==> config.mk <==
export PLATFORM = sky130hd
export DESIGN_NAME = fetch_queue_unit
export DESIGN_NICKNAME = d
export VERILOG_FILES = /design/src/rtl/riscv_pkg.sv /design/src/rtl/fetch_fifo.sv /design/src/rtl/fetch_queue_unit.sv
export SDC_FILE = /design/constraint.sdc
export NUM_CORES = 1
export LEC_CHECK = 0
export CORE_AREA = 2 2 155 157
export DETAILED_ROUTE_END_ITERATION = 10
export DIE_AREA = 0 0 157 159
export GPL_ROUTABILITY_DRIVEN = 0
export PLACE_DENSITY = 0.79
export SYNTH_ARGS = -nofsm -noshare
export SYNTH_HDL_FRONTEND = slang
export SYNTH_SLANG_ARGS = --single-unit
==> constraint.sdc <==
create_clock -name clk -period 6.4 [get_ports clk]
set_input_delay 1.92 -clock clk [delete_from_list [all_inputs] [get_ports clk]]
set_output_delay 1.92 -clock clk [all_outputs]
set_load 0.1 [all_outputs]
==> src/rtl/riscv_pkg.sv <==
// Constants and the fetch-queue entry type shared by the RV32I pipeline.
package riscv_pkg;

  localparam int XLEN = 32;
  localparam int ILEN = 32;
  localparam logic [XLEN-1:0] RESET_PC = 32'h0000_0000;

  // One prefetched instruction together with the address it came from.
  typedef struct packed {
    logic [XLEN-1:0] pc;
    logic [ILEN-1:0] instr;
  } fetch_entry_t;

endpackage

==> src/rtl/fetch_fifo.sv <==
// Circular prefetch buffer with wrap-bit pointers, synchronous reset and flush.
// The head entry is presented combinationally; an empty buffer presents zeros.
module fetch_fifo #(
  parameter int  DEPTH   = 4,
  parameter type entry_t = riscv_pkg::fetch_entry_t,
  localparam int AW      = $clog2(DEPTH),
  localparam int CW      = $clog2(DEPTH + 1)
) (
  input  logic          clk,
  input  logic          reset,
  input  logic          push,
  input  logic          pop,
  input  logic          flush,
  input  entry_t        din,
  output entry_t        dout,
  output logic          empty,
  output logic          full,
  output logic [CW-1:0] count
);

  localparam logic [AW:0] PTR_ONE = (AW + 1)'(1);

  entry_t        mem_r [DEPTH];
  logic [AW:0]   wr_ptr_r;
  logic [AW:0]   rd_ptr_r;
  logic          empty_s;
  logic          full_s;
  logic          do_push_s;
  logic          do_pop_s;

  // Occupancy flags from the pointer pair: equal means empty, same index with
  // opposite wrap bit means full.
  always_comb begin
    empty_s = (wr_ptr_r == rd_ptr_r);
    full_s  = (wr_ptr_r[AW-1:0] == rd_ptr_r[AW-1:0]) && (wr_ptr_r[AW] != rd_ptr_r[AW]);
  end

  // Qualify requests: flush cancels both, a pop needs data, a push into a full
  // buffer is only legal when the head is leaving in the same cycle.
  always_comb begin
    do_push_s = 1'b0;
    do_pop_s  = 1'b0;
    if (flush) begin
      do_push_s = 1'b0;
      do_pop_s  = 1'b0;
    end else begin
      do_pop_s  = pop & ~empty_s;
      do_push_s = push & (~full_s | do_pop_s);
    end
  end

  // Pointer update; flush and reset both return the buffer to empty.
  always_ff @(posedge clk) begin
    if (reset || flush) begin
      wr_ptr_r <= '0;
      rd_ptr_r <= '0;
    end else begin
      if (do_push_s) begin
        wr_ptr_r <= wr_ptr_r + PTR_ONE;
      end
      if (do_pop_s) begin
        rd_ptr_r <= rd_ptr_r + PTR_ONE;
      end
    end
  end

  // Entry storage; contents of unoccupied slots are never presented, so no reset.
  always_ff @(posedge clk) begin
    if (do_push_s) begin
      mem_r[wr_ptr_r[AW-1:0]] <= din;
    end
  end

  // Head entry, forced to zero while empty.
  always_comb begin
    dout = '0;
    if (empty_s) begin
      dout = '0;
    end else begin
      dout = mem_r[rd_ptr_r[AW-1:0]];
    end
  end

  assign empty = empty_s;
  assign full  = full_s;
  assign count = CW'(wr_ptr_r - rd_ptr_r);

endmodule

==> src/rtl/fetch_queue_unit.sv <==
// Instruction-fetch front end: owns the fetch PC, fills a prefetch queue from
// the combinational imem and hands queued {PC, Instr} pairs to Decode.
// A redirect from Execute flushes the queue and restarts fetch at the target.
module fetch_queue_unit #(
  parameter int              XLEN     = riscv_pkg::XLEN,
  parameter int              DEPTH    = 4,
  parameter logic [XLEN-1:0] RESET_PC = riscv_pkg::RESET_PC,
  localparam int             CW       = $clog2(DEPTH + 1)
) (
  input  logic            clk,
  input  logic            reset,
  output logic [XLEN-1:0] PCF,
  input  logic [31:0]     InstrF,
  input  logic            RedirectE,
  input  logic [XLEN-1:0] PCTargetE,
  output logic            ValidD,
  input  logic            ReadyD,
  output logic [31:0]     InstrD,
  output logic [XLEN-1:0] PCD,
  output logic [XLEN-1:0] PCPlus4D,
  output logic [CW-1:0]   Count
);

  import riscv_pkg::*;

  // XLEN must agree with the package, since queue entries use its entry type.

  logic [XLEN-1:0] pc_r;
  logic            push_s;
  logic            pop_s;
  logic            empty_s;
  logic            full_s;
  fetch_entry_t    din_s;
  fetch_entry_t    head_s;
  logic [CW-1:0]   count_s;

  // Handshake: Decode takes the head when valid and ready; fetch pushes unless
  // redirected or the queue is full with nothing leaving.
  always_comb begin
    pop_s  = ~empty_s & ReadyD;
    push_s = ~RedirectE & (~full_s | pop_s);
  end

  // Entry written at the tail is the current fetch address and its word.
  always_comb begin
    din_s       = '0;
    din_s.pc    = pc_r;
    din_s.instr = InstrF;
  end

  // Fetch PC: reset beats redirect beats sequential advance; otherwise hold.
  always_ff @(posedge clk) begin
    if (reset) begin
      pc_r <= RESET_PC;
    end else if (RedirectE) begin
      pc_r <= {PCTargetE[XLEN-1:2], 2'b00};
    end else if (push_s) begin
      pc_r <= pc_r + XLEN'(4);
    end else begin
      pc_r <= pc_r;
    end
  end

  fetch_fifo #(
    .DEPTH   (DEPTH),
    .entry_t (fetch_entry_t)
  ) u_fifo (
    .clk   (clk),
    .reset (reset),
    .push  (push_s),
    .pop   (pop_s),
    .flush (RedirectE),
    .din   (din_s),
    .dout  (head_s),
    .empty (empty_s),
    .full  (full_s),
    .count (count_s)
  );

  // Head presentation to Decode; the +4 is derived from the stored PC and is
  // zero along with everything else when the queue is empty.
  always_comb begin
    ValidD   = ~empty_s;
    InstrD   = head_s.instr;
    PCD      = head_s.pc;
    PCPlus4D = '0;
    if (empty_s) begin
      PCPlus4D = '0;
    end else begin
      PCPlus4D = head_s.pc + XLEN'(4);
    end
  end

  assign PCF   = pc_r;
  assign Count = count_s;

endmodule

==> results.json <==
{
  "cts_buffer_depth": 3,
  "grt_util_met3": 0.03974,
  "num_io_pins": 200,
  "place_hpwl_um": 18410,
  "status": "complete, no violations",
  "ctsHtreeMaxLevel": 1,
  "final_common_cell": "edfxtp_1",
  "fmax_mhz": 168.5,
  "die_h_um": 159,
  "holdWs_ns": 0.5660,
  "start_kind": "register",
  "seqCellArea_sq_um": 8213,
  "dp_worst_setup_slack_ns": 1.056,
  "cts_tree": "done",
  "grtUsageMet2": 0.3690,
  "wl_per_cell_um": 21.67,
  "ff2ff_setup_slack_ns": 3.56,
  "power.density_nw_per_um2": 307.5,
  "yosysUniqueCellTypes": 57,
  "total_leakage_power_nw": 5.293,
  "wirelength_um": 28540,
  "cts_buffers": 29,
  "drv_cap": 0,
  "crit_arrival_ns": 4.01,
  "row_count": 56,
  "min-delay-start": "u_fifo.rd_ptr_r[1]",
  "slew_viol_final": 0,
  "dr.first_iter.drc_count": 573,
  "via_per_inst": 5.772,
  "overflow": 0,
  "synth_top_area_frac": 0.6046,
  "cts_num_sinks": 286,
  "ys_ff_latch": 286,
  "r2r_start": "PCF[5]",
  "startpoint": "u_fifo.rd_ptr_r[1]",
  "route.detailed.drc": 0,
  "place_area_sq_um": 14600,
  "postCtsSetupBuffers": 0,
  "clkLatencyLatePin_ns": 0.54,
  "netlist_area_sq_um": 12320,
  "dp.cells": 1264,
  "drive_gt1_frac": 0.2345,
  "drtPass1Iterations": 7,
  "grt_pass1_vias": 7612,
  "cts_resized": 0,
  "synthToLayoutAreaGrowth_pct": 26.93,
  "grtUsageMet1": 0.3254,
  "multi_input_area_sq_um": 3861,
  "busiest_layer": "met2",
  "io_buffers": 191,
  "yosys_warnings": 0,
  "synthAdderAreaFrac": 0.01077,
  "timing.rr.end": "PCF[30]",
  "reg2reg_depth": 5,
  "finalNonFillerCells": 1317,
  "antenna_found_initial": 0,
  "synth_cells": 780,
  "hp-class": "register to register",
  "detail-route-antenna-nets": 0,
  "final_cell_mix": "248 x edfxtp_1, 106 x clkdlybuf4s50_1, 81 x buf_4",
  "crit_fanout": 12,
  "setup.worst_path.end": "PCPlus4D[26]",
  "num_antenna_cells": 0,
  "synthArstFlopShare": 0,
  "synth_top_family_by_area": "multiplexers",
  "relSlewSlack": 0.2975,
  "synthSimpleGateAreaFrac": 0.1001,
  "vdd_drop_max_uv": 154.6,
  "required_ns": 4.48,
  "clk_pin_slew_ns": 0.06,
  "coreArea_sq_um": 23190,
  "fin_crit_sh": 0.9270,
  "synth_ff_type": "edfxtp_1",
  "cts_root_buf": "clkbuf_16",
  "path_class": "register to primary output",
  "synth_edf_count": 248,
  "synth_xor_area_frac": 0.02550,
  "dieArea_sq_um": 24960,
  "vias": 7602,
  "fillers": 1593,
  "rsz0062_at_grt": "no",
  "yosysTopAreaCell": "edfxtp_1",
  "netlist_top_cells_area": "edfxtp_1 60%, mux4_2 10%, dfxtp_1 6.2%, and2_1 3.1%, xnor2_1 1.8%",
  "track_usage": 0.2275,
  "synth_compound_area_frac": 0.04530,
  "die_x_um": 157,
  "setup_violations": 0,
  "grt_max_degree": 63,
  "fin_crit_ns": 5.933,
  "ys_seq_area_frac": 0.6663,
  "endpoint_kind": "primary output",
  "stdcell_area_sq_um": 15640,
  "worst_slew_pin_slew_ns": 1.050,
  "cts.hold.buffers_added": 0,
  "layout_setup_ws_ns": 0.4670,
  "synth.avg_cell_area_sq_um": 15.79,
  "finalClockSkew_ns": 0.01629,
  "start_util": 0.5311,
  "synthMuxAreaShare": 0.1231,
  "grt_pass1_wl_um": 43670,
  "fin_nets": 1054,
  "hold_viol_final": 0
}
-- metal layers --
metal / vias to the layer above / wire (um) / share of wire
met1: 3786 / 12040 / 0.42
met2: 352 / 13750 / 0.48
met5: - / 0 / 0
li1: 3426 / - / -
met4: 0 / 500 / 0.018
met3: 38 / 2238 / 0.078
-- sequential cells by signal (all words and copies together), names as in the netlist, named ones only --
| name | cells |
|---|---|
| PCF | 30 |
| u_fifo.mem_r | 248 |
| u_fifo.rd_ptr_r | 3 |
| u_fifo.wr_ptr_r | 3 |
-- kinds of logic after synthesis --
kind of cell | after synthesis
xor+xnor | 35
flops | 286
other cells | 1
fa+ha+maj | 10
mux | 71
simple gates | 225
buf+inv | 72
compound gates | 80
-- how the worst min path moves through the flow --
stage                                     end  slack [ns]  cells past startpoint
after CTS                            register        0.56                      2
after detailed placement             register        0.55                      2
after floorplan                      register        0.50                      2
after global placement               register        0.53                      2
final                                register        0.57                      2
after global routing      u_fifo.mem_r[3][60]        0.60                      0
-- cell usage after synthesis, types with 10 or more instances --
cell type	instances
xnor2_1	25
edfxtp_1	248
nand2_1	29
dfxtp_1	38
nor3_1	17
o21ai_0	15
or3_1	10
and2_1	62
a21oi_1	15
nand3_1	14
clkbuf_1	24
a211oi_1	15
mux4_2	56
or4_1	10
inv_1	26
nor2_1	50
-- metrics by stage --
stage	setup TNS, ns	util	power (mW)
3_3_place_gp	0	0.6297	3.029
4_1_cts	0	0.6741	4.831
2_1_floorplan	-0.06799	-	2.800
5_1_grt	0	0.6741	4.947
6_report	0	0.6741	4.808
3_5_place_dp	0	0.6297	3.042
-- worst max-delay path, stage by stage, from the launching register on --
cell      delay (ns)
dfxtp_1         0.41
inv_1           0.07
ha_1            0.31
nand2_1         0.38
nor2_2          0.07
clkinv_1        0.10
and2_1          0.14
ha_1            0.26
nand4_1         0.17
or3_1           0.56
or4_1           0.60
a21oi_4         0.21
buf_12          0.19
-- layout make-up --
type,instances,area share
inverters,27,0.006482
well taps,319,0.02553
multi-input cells,427,0.2470
flip-flops and latches,286,0.5253
clock inverters,17,0.01593
clock buffers,36,0.05002
repair buffers,205,0.1298
-- where the power goes --
part / leakage, nW / switching (mW) / internal, mW / total (mW)
registers: 2.62 / 0.0504 / 2.10 / 2.15
clock network: 0.506 / 0.696 / 1.11 / 1.81
logic: 2.17 / 0.632 / 0.224 / 0.857
Power figures use the tool's default switching activity.
